===== src/rtl/lamp_pkg.sv =====
// Shared types and the letter-to-lamp wiring map for the Enigma lampboard sequencer.
package lamp_pkg;

  localparam int unsigned LAMP_W      = 32;
  localparam int unsigned NUM_LETTERS = 26;

  typedef enum logic [1:0] {
    IDLE = 2'd0,
    SHOW = 2'd1,
    GAP  = 2'd2
  } state_e;

  // Lampboard wiring is scrambled relative to the alphabet.
  function automatic logic [LAMP_W-1:0] letter_to_lamp(input logic [4:0] idx);
    logic [4:0] bit_pos;
    if (idx >= 5'(NUM_LETTERS)) return '0;
    case (idx)
      5'd0:    bit_pos = 5'd2;
      5'd1:    bit_pos = 5'd18;
      5'd2:    bit_pos = 5'd12;
      5'd3:    bit_pos = 5'd0;
      5'd4:    bit_pos = 5'd7;
      5'd5:    bit_pos = 5'd11;
      5'd6:    bit_pos = 5'd14;
      5'd7:    bit_pos = 5'd17;
      5'd8:    bit_pos = 5'd27;
      5'd9:    bit_pos = 5'd20;
      5'd10:   bit_pos = 5'd23;
      5'd11:   bit_pos = 5'd26;
      5'd12:   bit_pos = 5'd16;
      5'd13:   bit_pos = 5'd21;
      5'd14:   bit_pos = 5'd25;
      5'd15:   bit_pos = 5'd3;
      5'd16:   bit_pos = 5'd1;
      5'd17:   bit_pos = 5'd10;
      5'd18:   bit_pos = 5'd5;
      5'd19:   bit_pos = 5'd13;
      5'd20:   bit_pos = 5'd19;
      5'd21:   bit_pos = 5'd15;
      5'd22:   bit_pos = 5'd4;
      5'd23:   bit_pos = 5'd9;
      5'd24:   bit_pos = 5'd6;
      default: bit_pos = 5'd8;
    endcase
    return {{(LAMP_W-1){1'b0}}, 1'b1} << bit_pos;
  endfunction

endpackage


===== src/rtl/lamp_fifo.sv =====
// Small first-word-fall-through queue of 5-bit letter indices with synchronous flush.
module lamp_fifo #(
  parameter int unsigned DEPTH = 4
) (
  input  logic                   clk,
  input  logic                   rst,
  input  logic                   i_flush,
  input  logic                   i_push,
  input  logic [4:0]             i_wdata,
  input  logic                   i_pop,
  output logic [4:0]             o_rdata,
  output logic                   o_full,
  output logic                   o_empty,
  output logic [$clog2(DEPTH):0] o_level
);

  localparam int unsigned AW = $clog2(DEPTH);
  localparam logic [AW:0] FULL_LVL = (AW+1)'(DEPTH);

  logic [4:0]    r_mem [DEPTH];
  logic [AW-1:0] r_wptr;
  logic [AW-1:0] r_rptr;
  logic [AW:0]   r_level;
  logic          w_push;
  logic          w_pop;

  assign o_full  = (r_level == FULL_LVL);
  assign o_empty = (r_level == '0);
  assign o_level = r_level;
  assign o_rdata = r_mem[r_rptr];
  assign w_push  = i_push && !o_full;
  assign w_pop   = i_pop && !o_empty;

  always_ff @(posedge clk) begin
    if (w_push && !i_flush) r_mem[r_wptr] <= i_wdata;
  end

  always_ff @(posedge clk or posedge rst) begin
    if (rst) begin
      r_wptr  <= '0;
      r_rptr  <= '0;
      r_level <= '0;
    end else if (i_flush) begin
      r_wptr  <= '0;
      r_rptr  <= '0;
      r_level <= '0;
    end else begin
      if (w_push) r_wptr <= r_wptr + AW'(1);
      if (w_pop)  r_rptr <= r_rptr + AW'(1);
      case ({w_push, w_pop})
        2'b10:   r_level <= r_level + (AW+1)'(1);
        2'b01:   r_level <= r_level - (AW+1)'(1);
        default: r_level <= r_level;
      endcase
    end
  end

endmodule


===== src/rtl/lamp_sequencer.sv =====
// Lampboard display sequencer: filters ASCII letters, queues them, and flashes
// each lamp for a fixed hold time followed by a fixed dark gap.
module lamp_sequencer
  import lamp_pkg::*;
#(
  parameter int unsigned HOLD_CYCLES = 50_000_000,
  parameter int unsigned GAP_CYCLES  = 10_000_000,
  parameter int unsigned FIFO_DEPTH  = 4
) (
  input  logic                        clk,
  input  logic                        rst,
  input  logic                        in_valid,
  output logic                        in_ready,
  input  logic [7:0]                  in_char,
  input  logic                        clear,
  output logic [LAMP_W-1:0]           lampboard,
  output logic                        busy,
  output logic [$clog2(FIFO_DEPTH):0] level,
  output logic [7:0]                  err_cnt
);

  localparam int unsigned MAX_CNT = (HOLD_CYCLES > GAP_CYCLES) ? HOLD_CYCLES : GAP_CYCLES;
  localparam int unsigned CNT_W   = $clog2(MAX_CNT + 1);
  localparam logic [CNT_W-1:0] HOLD_LOAD = CNT_W'(HOLD_CYCLES - 1);
  localparam logic [CNT_W-1:0] GAP_LOAD  = (GAP_CYCLES > 0) ? CNT_W'(GAP_CYCLES - 1) : '0;

  state_e            r_state;
  state_e            w_state_nxt;
  logic [CNT_W-1:0]  r_cnt;
  logic [CNT_W-1:0]  w_cnt_nxt;
  logic [LAMP_W-1:0] r_lamp;
  logic [LAMP_W-1:0] w_lamp_nxt;
  logic [7:0]        r_err;

  logic       w_full;
  logic       w_empty;
  logic [4:0] w_rdata;
  logic       w_pop;
  logic       w_xfer;
  logic       w_is_letter;
  logic       w_push;
  logic [4:0] w_idx;

  assign in_ready = !w_full && !clear;
  assign w_xfer   = in_valid && in_ready;

  // Upper and lower case share the low five bits: 'A'/'a' -> 1 ... 'Z'/'z' -> 26.
  assign w_is_letter = ((in_char >= 8'h41) && (in_char <= 8'h5A)) ||
                       ((in_char >= 8'h61) && (in_char <= 8'h7A));
  assign w_idx       = in_char[4:0] - 5'd1;
  assign w_push      = w_xfer && w_is_letter;

  assign lampboard = r_lamp;
  assign err_cnt   = r_err;
  assign busy      = (r_state != IDLE) || !w_empty;

  lamp_fifo #(
    .DEPTH (FIFO_DEPTH)
  ) u_fifo (
    .clk     (clk),
    .rst     (rst),
    .i_flush (clear),
    .i_push  (w_push),
    .i_wdata (w_idx),
    .i_pop   (w_pop),
    .o_rdata (w_rdata),
    .o_full  (w_full),
    .o_empty (w_empty),
    .o_level (level)
  );

  always_comb begin
    w_state_nxt = r_state;
    w_cnt_nxt   = r_cnt;
    w_lamp_nxt  = r_lamp;
    w_pop       = 1'b0;
    if (clear) begin
      w_state_nxt = IDLE;
      w_cnt_nxt   = '0;
      w_lamp_nxt  = '0;
    end else begin
      case (r_state)
        IDLE: begin
          if (!w_empty) begin
            w_pop       = 1'b1;
            w_lamp_nxt  = letter_to_lamp(w_rdata);
            w_cnt_nxt   = HOLD_LOAD;
            w_state_nxt = SHOW;
          end
        end
        SHOW: begin
          if (r_cnt != '0) begin
            w_cnt_nxt = r_cnt - CNT_W'(1);
          end else if (GAP_CYCLES > 0) begin
            w_lamp_nxt  = '0;
            w_cnt_nxt   = GAP_LOAD;
            w_state_nxt = GAP;
          end else if (!w_empty) begin
            // Zero gap: chain straight into the next letter without an IDLE bubble.
            w_pop      = 1'b1;
            w_lamp_nxt = letter_to_lamp(w_rdata);
            w_cnt_nxt  = HOLD_LOAD;
          end else begin
            w_lamp_nxt  = '0;
            w_state_nxt = IDLE;
          end
        end
        GAP: begin
          if (r_cnt != '0) begin
            w_cnt_nxt = r_cnt - CNT_W'(1);
          end else if (!w_empty) begin
            w_pop       = 1'b1;
            w_lamp_nxt  = letter_to_lamp(w_rdata);
            w_cnt_nxt   = HOLD_LOAD;
            w_state_nxt = SHOW;
          end else begin
            w_state_nxt = IDLE;
          end
        end
        default: begin
          w_state_nxt = IDLE;
          w_cnt_nxt   = '0;
          w_lamp_nxt  = '0;
        end
      endcase
    end
  end

  always_ff @(posedge clk or posedge rst) begin
    if (rst) begin
      r_state <= IDLE;
      r_cnt   <= '0;
      r_lamp  <= '0;
      r_err   <= '0;
    end else begin
      r_state <= w_state_nxt;
      r_cnt   <= w_cnt_nxt;
      r_lamp  <= w_lamp_nxt;
      if (w_xfer && !w_is_letter && (r_err != 8'hFF)) r_err <= r_err + 8'd1;
    end
  end

endmodule


===== config.mk =====
export PLATFORM = sky130hd
export DESIGN_NAME = lamp_sequencer
export DESIGN_NICKNAME = d
export VERILOG_FILES = /design/src/rtl/lamp_pkg.sv /design/src/rtl/lamp_fifo.sv /design/src/rtl/lamp_sequencer.sv
export SDC_FILE = /design/constraint.sdc
export NUM_CORES = 1
export LEC_CHECK = 0
export ABC_AREA = 1
export BUFFER_PORTS_ARGS = -buffer_cell sky130_fd_sc_hd__buf_2
export CORE_MARGIN = 5
export CORE_UTILIZATION = 49
export DETAILED_ROUTE_END_ITERATION = 10
export PLACE_DENSITY = 0.72
export RECOVER_POWER = 25
export SLEW_MARGIN = 15
export SYNTH_ARGS = -nofsm -noshare
export SYNTH_HDL_FRONTEND = slang
export SYNTH_SLANG_ARGS = --single-unit

===== constraint.sdc =====
create_clock -name clk -period 2.84 [get_ports clk]
set_input_delay 0.852 -clock clk [delete_from_list [all_inputs] [get_ports clk]]
set_output_delay 0.852 -clock clk [all_outputs]
set_load 0.05 [all_outputs]

### Word-level counts from Yosys, hierarchy flattened

Memory sizes are Yosys's and may differ from the RTL's.
Index checks and enable logic that the tools add are counted.

| storage, ports and cells | value |
|---|---|
| register bits after elaboration | 75 |
| latch bits | 0 |
| RAM bits | 20 |
| memory bits (read-only) | 320 |
| input bits | 12 |
| output and inout bits | 45 |
| logic and storage cells | 107 |
| memories kept | 3 |

Memory list:

| name | words | width | rd ports | clocked after memory_dff | wr ports | RTL line | RTL |
|---|---|---|---|---|---|---|---|
| (no name shown) | 32 | 5 | 1 | 0 | 0 | lamp_pkg.sv:17 | `case (idx)` |
| (no name shown) | 32 | 5 | 1 | 0 | 0 | lamp_pkg.sv:17 |  |
| u_fifo.r_mem | 4 | 5 | 1 | 0 | 1 | lamp_fifo.sv:20 | `logic [4:0] r_mem [DEPTH];` |

| operators by class | value |
|---|---|
| $add $sub $neg | 7 |
| $mul | 0 |
| div/mod/pow operators | 0 |
| magnitude comparators | 5 |
| equal/unequal tests | 10 |
| shifts and indexed selects | 2 |
| mux-type cells | 48 |
| bitwise gates (word level) | 0 |
| reductions and logical operators | 25 |

Operator list:

| cell | number |
|---|---|
| 2-to-1 mux 32 bit | 8 |
| 2-to-1 mux 26 bit | 4 |
| case mux 32 bit (3 select lines) | 1 |
| case mux 26 bit (3 select lines) | 1 |
| left shift 1 x 5 -> 32 bit, first input constant | 2 |
| 2-to-1 mux 5 bit | 9 |
| nonzero test 26 bit | 1 |
| subtractor 26 x 1 -> 26 bit, second input constant | 1 |
| >= comparator 8 x 7 -> 1 bit, second input constant | 2 |
| less-or-equal comparator 8 x 7 -> 1 bit, second input constant | 2 |
| 2-to-1 mux 2 bit | 8 |
| 2-to-1 mux 1 bit | 13 |
| inequality test 3 bit, second input constant | 4 |
| logical AND 1 bit | 10 |
| adder 8 x 1 -> 8 bit, second input constant | 1 |
| inequality test 8 bit, second input constant | 1 |
| case mux 2 bit (3 select lines) | 1 |
| case mux 3 bit (2 select lines) | 1 |
| nonzero test 2 bit | 3 |
| >= comparator 5 bit, second input constant | 1 |
| subtractor 5 x 1 -> 5 bit, second input constant | 1 |
| adder 2 x 1 -> 2 bit, second input constant | 2 |
| equality test 2 x 1 -> 1 bit, second input constant | 2 |
| equality test 2 bit, second input constant | 2 |
| other kinds (12) | 16 |

### Longest topological paths before layout

Gate-level depths: netlist of the first run.
An unclocked memory read counts as a cell.

| logic depth | value |
|---|---|
| word-level depth | 18 |
| depth in mapped cells | 18 |
| depth with buffers taken out | 17 |

### By module

From an unflattened synthesis of the first run, not the netlist that was laid out.

| unflattened totals | value |
|---|---|
| cells, all modules | 686 |
| area, all modules | 5486.5 um^2 |

Modules (own cells, without submodules):

| module | times used | cells an instance | area an instance (um^2) | seq. area each (um^2) |
|---|---|---|---|---|
| lamp_sequencer | 1 | 570 | 4261.6 | 1701.6 |
| lamp_fifo | 1 | 116 | 1224.9 | 775.7 |

### Worst setup path after synthesis of the first run

OpenSTA, ideal clock, no wires.

| path | value |
|---|---|
| kind | input to register |
| start point | input clear |
| end point | register u_fifo.r_level[2] (netlist: u_fifo.o_level[2]) |
| setup time | 0.118 ns |
| arrival time | 3.255 ns |
| required time | 2.722 ns |
| slack | -0.533 ns |
| stages on the path | 11 |
| path buffers | 1 |
| cells stage by stage | clkbuf_1 a21oi_1 nand2_1 nand3b_1 nand2_2 inv_1 fa_1 xnor2_1 xor2_1 nand2_1 nand2_1 |

| between the ends | value |
|---|---|
| longest elaborated chain between the ends | 8 |
| elaborated cells on any way between the ends | 12 |
| classes of those cells | eq/ne: 2; mux: 3; reduce/logical: 7 |

Ends and longest elaborated chain:

| element | RTL line | RTL |
|---|---|---|
| from (decl) | lamp_sequencer.sv:15 | `input logic clear,` |
| logical NOT 1 bit * | lamp_sequencer.sv:44 | `assign in_ready = !w_full && !clear;` |
| logical AND 1 bit * | lamp_sequencer.sv:44 |  |
| via in_ready | lamp_sequencer.sv:13 | `output logic in_ready,` |
| logical AND 1 bit * | lamp_sequencer.sv:45 | `assign w_xfer = in_valid && in_ready;` |
| logical AND 1 bit * | lamp_sequencer.sv:51 | `assign w_push = w_xfer && w_is_letter;` |
| logical AND 1 bit * | lamp_fifo.sv:31 | `assign w_push = i_push && !o_full;` |
| equality test 2 x 1 -> 1 bit or equality test 2 bit (tied branches) | lamp_fifo.sv:50 | `case ({w_push, w_pop})` |
| case mux 3 bit (2 select lines) | lamp_fifo.sv:50 |  |
| 2-to-1 mux 3 bit | lamp_fifo.sv:43 | `end else if (i_flush) begin` |
| to (signal assigned) | lamp_fifo.sv:51 | `2'b10: r_level <= r_level + (AW+1)'(1);` |
| to (signal assigned) | lamp_fifo.sv:52 | `2'b01: r_level <= r_level - (AW+1)'(1);` |
| to (signal assigned) | lamp_fifo.sv:53 | `default: r_level <= r_level;` |
| to (decl) | lamp_fifo.sv:23 | `logic [AW:0] r_level;` |

Mark *: on every way through the listed nets, which the timed path passes. The rest lies on a longest branch.
A chain may end at the register's enable or synchronous reset.

### Worst setup path after layout of the first run

| path | value |
|---|---|
| start point | input in_char[0] |
| end point | register u_fifo.r_level[2] (netlist: u_fifo.o_level[2]) |

| between the ends | value |
|---|---|
| longest elaborated chain between the ends | 8 |
| elaborated cells on any way between the ends | 14 |
| classes of those cells | order compare: 4; eq/ne: 2; mux: 2; reduce/logical: 6 |

Ends and longest elaborated chain:

| element | RTL line | RTL |
|---|---|---|
| from (decl) | lamp_sequencer.sv:14 | `input logic [7:0] in_char,` |
| >= comparator 8 x 7 -> 1 bit, or another cell as far along | lamp_sequencer.sv:48 | `assign w_is_letter = ((in_char >= 8'h41) && (in_char <= 8'h5A)) \|\|` |
| logical AND 1 bit (on tied branches) | lamp_sequencer.sv:48, lamp_sequencer.sv:49 |  |
| logical OR 1 bit * | lamp_sequencer.sv:48 |  |
| logical AND 1 bit * | lamp_sequencer.sv:51 |  |
| logical AND 1 bit * | lamp_fifo.sv:31 |  |
| equality test 2 x 1 -> 1 bit or equality test 2 bit (tied branches) | lamp_fifo.sv:50 |  |
| case mux 3 bit (2 select lines) | lamp_fifo.sv:50 |  |
| 2-to-1 mux 3 bit | lamp_fifo.sv:43 |  |

Every way passes the cells marked *; elsewhere a longest branch is shown, timed or not.

==> flow_summary.ini, run 1 <==
[outcome]
outcome = finished, violations left
failed_checks = capacitance limit, slew limit

[final_layout]
layout.cell_area.non_filler_um2 = 6320
layout-drive-gt1-share = 0.161
syn_to_final_growth_pct = 12.5
number_of_cells_in_the_finished_layout_apart_from_fillers = 918
final_net_count = 799
top_library_cells_by_usage_in_the_layout_fill_and_taps_aside = nand2_1 (223), dfrtp_1 (75), nor2_1 (66)
final_common_cell = nand2_1
diodes = 0

[setup_path]
crit_path_top_delay_cell = fa_1
crit_fanout = 4
critPathTopFamily = simple AND/OR/NAND/NOR gates
critical_path_buf_inv_count = 3
path_cells = buf_2, inv_1, ha_1, nand2_1, nor2_1, nand3_1, nand2_1, nor2_1, nand3b_1, nand2_2, inv_1, fa_1, xnor2_1, xor2_1, nand2_1, nand2_1
critical_path.startpoint_type = input port
worstPathRequired_ps = 3130
delay_of_the_slowest_cell_on_the_worst_path_ps = 380
classification_of_the_worst_setup_path = input port to flop
worstSetupEndpointType = flop
timing.critical_path.mode_cell = nand2_1
cp_data_arrival_time_ps = 2770

[global_routing]
antenna_found_initial = 0
grt_use_total = 0.207
grt_pass1_vias = 5001
grt_pass1_wl_um = 22700
grt_max_degree = 76
grt_ovf = 0

[sta]
share_of_the_clock_period_used_by_the_worst_path_after_layout = 0.874
setup-violations-final = 0
pin_slew_with_the_least_headroom_to_its_limit_ps = 1850
fin_skew_ps = 5.50
hold_viol = 0
final_period_minus_worst_setup_slack_ps = 2480
timing_max_transition_violations_final = 76
grt_setup_unrepaired = no
fmax_ghz = 0.403
timing.slew.headroom = -0.234

[drt]
dr.pass1.iters = 5
route.vias.total = 4947
antenna_violating_nets_left = 0
routed_wirelength_um = 13200
drt_iter0_markers = 631
vias_per_cell = 5.39
drc = 0
route.detailed.wl_per_inst_um = 14.4

[synth]
synth-warning-count = 0
share_of_synthesized_area_occupied_by_flip_flops_and_latches = 0.441
syn-cell-area_um2 = 5620
synth_cells = 714
asyncSetResetFlopFracSynth = 0.789
flip_flop_cell_with_the_highest_count_after_synthesis = dfrtp_1
yosys_register_bits = 95
postSynthAreaPerCell_um2 = 7.87
synth_edf_count = 20
yosys.cell_types.count = 42
syn_nets = 743

[clock_tree]
cts_tree = built
tritoncts.num_buffers = 9
clk_pin_slew_ps = 70
clk_root_buffer_cell = clkbuf_16
htree_num_levels = 3
ctsHoldBuffers = 0
cts_resized = 0
postCtsSetupRepairBufs = 0
clock_insertion_delay_worst_skew_ps = 350
cts.sink_count = 95
clock_path_buffers = 2

[place]
place_inst = 902
detailed_place.area_um2 = 6030
finalWeightedCongestion = 0.885
place.port_buffers = 56
hpwl_um = 9520

[die]
total_die_area_um2 = 13700
start_util = 0.496
die_h_um = 117
floorplan.rows = 39
floorplan.die.width_um = 117
ios = 57
core_area_um2 = 11300

[min_path]
min-delay-path-class = flop to flop

[power]
static-leakage-power_nw = 3.27
p_per_area_nw_per_um2 = 1060
ir_worst_vdd_mv = 0.685

[run]
maxCapViolCount = 1
## kinds of logic after synthesis
family,count (synthesis),synth area share
and+or+nand+nor,417,0.338
DFF,95,0.441
xor gates and xnor gates,27,0.0421
buffers and inverters,86,0.0697
muxes,1,0.00200
AOI/OAI and AO/OA,71,0.0686
adders and majority gates,17,0.0392
## registers in the layout (all words and copies together), names as in the netlist
name and cells:
u_fifo.r_rptr 2, lampboard 32, u_fifo.r_mem 20, u_fifo.o_level 3, u_fifo.r_wptr 2, err_cnt 8, r_state 2, r_cnt 26
## worst min-delay path, cell delays in order (launching register included)
cell and delay, ps:
dfrtp_1 340, nand2_1 50, nand2_1 50
## routing by layer
layer,wire length [um],GRT usage,vias to the layer above
met5,0,0,-
met4,214,0.0749,0
met3,785,0.0406,22
met2,6360,0.353,159
met1,5820,0.261,2319
li1,-,-,2447
## where the power goes
group | internal, mW | switching, mW | total [mW] | leakage (nW)
Combinational | 1.01 | 2.57 | 3.57 | 1.93
Sequential | 1.63 | 0.275 | 1.90 | 1.18
Clock | 0.711 | 0.539 | 1.25 | 0.153
## through the flow
| step | power, mW | util | setup TNS (ps) | worst slack, ps | hold WS, ps |
|---|---|---|---|---|---|
| final | 6.73 | 0.559 | 0 | 358 | 480 |
| after global routing | 7.27 | 0.559 | 0 | 67.1 | 496 |
| after CTS | 6.71 | 0.559 | 0 | 343 | 480 |
| after detailed placement | 5.43 | 0.532 | -21.1 | -21.1 | 462 |
| after global placement | 5.35 | 0.532 | 0 | 99.1 | 458 |
| after floorplan | 4.72 | - | 0 | 22.1 | 520 |
## path summary, 6_finish.rpt
kind / end / slack [ps] / depth (start not counted) / start
setup / recovery: u_fifo.o_level[2]$_DFFE_PP0P_ / 360 / 16 / in_char[0]
hold / removal: lampboard[3]$_DFFE_PP0P_ / 480 / 2 / lampboard[3]$_DFFE_PP0P_
setup reg to reg: u_fifo.o_level[2]$_DFFE_PP0P_ / 370 / 17 / r_cnt[0]$_DFF_PP0_
hold reg to reg: lampboard[3]$_DFFE_PP0P_ / 480 / 2 / lampboard[3]$_DFFE_PP0P_
max in group asynchronous: r_cnt[18]$_DFF_PP0_ / 590 / 3 / rst
min in group asynchronous: lampboard[18]$_DFFE_PP0P_ / 1150 / 3 / rst
## cells in the mapped netlist (6+ instances only)
master,number,area (um^2)
nand2_1,223,837
dfrtp_1,75,1880
nor2_1,66,248
inv_1,56,210
nand3_1,53,265
nand4_1,36,225
a21oi_1,29,145
o21ai_0,26,130
edfxtp_1,20,601
xor2_1,18,158
ha_1,16,200
nand2_2,11,68.8
xnor2_1,9,78.8
inv_2,8,30.0
nor2_4,7,78.8
o21ai_1,7,35.0
buf_6,6,67.6
## layout make-up
type	instances	area (um^2)
Inverter	67	254
Fill cell	1041	5000
Tap cell	143	179
Timing Repair Buffer	64	338
Sequential cell	95	2480
Multi-Input combinational cell	533	2770
Clock buffer	10	239
Clock inverter	6	66.3
No activity file was read; power rests on OpenSTA's default activity.
==> inputs of run 2 (changes only) <==
ABC_AREA = not set   (was 1)
GPL_TIMING_DRIVEN = 0   (was not set)
==> flow_summary.ini, run 2 <==
[global_routing]
grt_pass1_wl_um = 21400
grt_ovf = 0
antenna_found_initial = 0
grt.met2_usage = 0.321
use_met3 = 0.0455
grtUsageMet1 = 0.286
layer_carrying_the_most_global_route_usage = met2
grt_pass1_vias = 4238
grt_max_degree = 60
grt_use_total = 0.207

[setup_path]
r2r.worst_path.cells = 7
cp_data_arrival_time_ps = 3190
crit_fanout = 5
worst_setup_path_startpoint = u_fifo.r_rptr[0]$_DFFE_PP0P_
classification_of_the_worst_setup_path = flop to flop
critical_path.reg2reg.startpoint = u_fifo.r_rptr[0]$_DFFE_PP0P_
reg2reg_slack_ps = -40
path_cells = buf_6, mux4_2, ha_1, o311ai_1, nand3_1, nor4_2, a22o_1
count_of_cell_instances_traversed_by_the_critical_path = 7
setup.worst_path.end = lampboard[11]$_DFFE_PP0P_
critical_path_buf_inv_count = 1
reg2reg_to = lampboard[11]$_DFFE_PP0P_
critical_path.startpoint_type = flop
crit_path_top_delay_cell = mux4_2
delay_of_the_slowest_cell_on_the_worst_path_ps = 590
worstSetupEndpointType = flop
critPathTopFamily = simple AND/OR/NAND/NOR gates
worstPathRequired_ps = 3140

[final_layout]
utilization = 0.607
syn_to_final_growth_pct = 20.4
diodes = 0
largest_reg_flops = 32
final_common_cell = dfrtp_1
layout-drive-gt1-share = 0.261
final_net_count = 611
top_library_cells_by_usage_in_the_layout_fill_and_taps_aside = dfrtp_1 (75), buf_2 (57), nor2_1 (39)

[synth]
synth_cells = 499
synth_commonest_cells = dfrtp_1 (75), nor2_1 (42), o21ai_0 (29)
post_synth_main_area_contributors = dfrtp_1 (36%), edfxtp_1 (12%), ha_1 (3.8%)
syn-cell-area_um2 = 5210
flip_flop_cell_with_the_highest_count_after_synthesis = dfrtp_1
post-synth-top-area-fraction = 0.360
yosys_register_bits = 95
syn_nets = 528
yosys.cell_types.count = 71
postSynthAreaPerCell_um2 = 10.4
asyncSetResetFlopFracSynth = 0.789
yosysTopAreaCell = dfrtp_1
share_of_synthesized_area_occupied_by_flip_flops_and_latches = 0.476
synth_edf_count = 20
synth-warning-count = 0
yosysMostFrequentCell = dfrtp_1

[sta]
grt_setup_unrepaired = yes
share_of_the_clock_period_used_by_the_worst_path_after_layout = 1.02
hold_viol = 0
finalWorstSetupSlack_ps = -43.6
final_period_minus_worst_setup_slack_ps = 2880
pin_slew_with_the_least_headroom_to_its_limit_ps = 1470
timing_max_transition_violations_final = 0
setup-violations-final = 4
fin_skew_ps = 10.2
fmax_ghz = 0.347
timing.slew.headroom = 0.0202

[outcome]
outcome = finished, violations left
failed_checks = setup timing

[drt]
route.detailed.wl_per_inst_um = 17.9
vias_per_cell = 6.19
dr.pass1.iters = 9
routed_wirelength_um = 13000
drc = 0
route.vias.total = 4473
drt_iter0_markers = 457
antenna_violating_nets_left = 0

[min_path]
min-delay-path-class = flop to flop
hold_path_startpoint = lampboard[13]$_DFFE_PP0P_

[die]
core_area_um2 = 10300
ios = 57
floorplan.rows = 37
die_h_um = 113
total_die_area_um2 = 12800
start_util = 0.504
floorplan.die.width_um = 113

[place]
finalWeightedCongestion = 0.954
hpwl_um = 9310
place.port_buffers = 56

[power]
power.total_mw = 5.60
ir_worst_vdd_mv = 0.549
static-leakage-power_nw = 2.68
power_switching_share = 0.468
p_comb_frac = 0.511
netSwitchingPower_mw = 2.62
p_per_area_nw_per_um2 = 893
sequentialPowerShare = 0.331
pwr-share-clk = 0.157
cell_internal_pwr_mw = 2.98

[clock_tree]
cts.sink_count = 95
cts_tree = built
htree_num_levels = 3
clock_path_buffers = 2
tritoncts.num_buffers = 9
clock_insertion_delay_worst_skew_ps = 370
clk_root_buffer_cell = clkbuf_8
clk_pin_slew_ps = 90

[run]
maxCapViolCount = 0
-- run 2: changes by cell type after synthesis, sizes merged, moves of 19 or more --
cell   delta
a32o     +19
inv      -44
nand2   -209
nand3    -51
nand4    -32
nor2     -35
nor3     +19
-- run 2: power by group through the flow --
stage               Clock (mW)  Combinational, mW  Sequential, mW
floorplan                    0               1.72            2.01
global placement             0               2.47            1.84
detailed placement           0               2.53            1.84
CTS                      0.901               2.60            1.83
global route             0.966               3.10            1.89
finish                   0.880               2.86            1.86
-- run 2: final cells by class --
class | instances | area [um^2]
fillers | 848 | 4060
clock inverters | 5 | 40.0
clock buffers | 11 | 151
flip-flops and latches | 95 | 2480
plain buffers | 22 | 111
repair buffers | 73 | 435
inverters | 22 | 116
multi-input cells | 359 | 2760
well taps | 136 | 170
-- run 2: layer usage --
| layer | routed length [um] | up-vias |
|---|---|---|
| met4 | 236 | 0 |
| li1 | - | 2069 |
| met2 | 6050 | 189 |
| met3 | 921 | 34 |
| met5 | 0 | - |
| met1 | 5750 | 2181 |
-- run 2: kinds of logic (layout without fill, tap and decap cells) --
group,count (synthesis),after routing,share of synthesized area
and+or+nand+nor,165,165,0.169
muxes,12,12,0.0385
AOI/OAI and AO/OA,149,149,0.211
xor gates and xnor gates,15,15,0.0252
DFF,95,95,0.476
adders and majority gates,18,18,0.0445
buffers and inverters,45,133,0.0358
-- run 2: through the flow --
stage / TNS [ps] / hold WS [ps] / worst slack (ps) / instance area [um^2] / instances
finish: -69.3 / 496 / -43.6 / 6270 / 723
floorplan: -80.7 / 462 / -67.5 / 5290 / 499
detailed placement: -4090 / 480 / -438 / 5770 / 692
global placement: -61770 / 470 / -797 / 5740 / 691
CTS: -123 / 396 / -73.5 / 6040 / 711
global route: -463 / 521 / -112 / 6270 / 723
-- run 2: timing repair --
| item | 4_1_cts | 5_1_grt |
|---|---|---|
| endpoints found under the setup margin | 35 | 60 |
| hold buffers | 0 | 0 |
| pin swaps | 1 | 7 |
| buffers inserted | 4 | 12 |
| resized for setup | 9 | 34 |
-- run 2: worst min path at each step --
stage	slack, ps	depth (start not counted)	endpoint
floorplan	460	1	r_cnt[16]$_DFF_PP0_
detailed placement	480	1	lampboard[5]$_DFFE_PP0P_
finish	500	1	lampboard[13]$_DFFE_PP0P_
global route	520	1	lampboard[13]$_DFFE_PP0P_
CTS	400	2	lampboard[0]$_DFFE_PP0P_
global placement	470	1	lampboard[13]$_DFFE_PP0P_
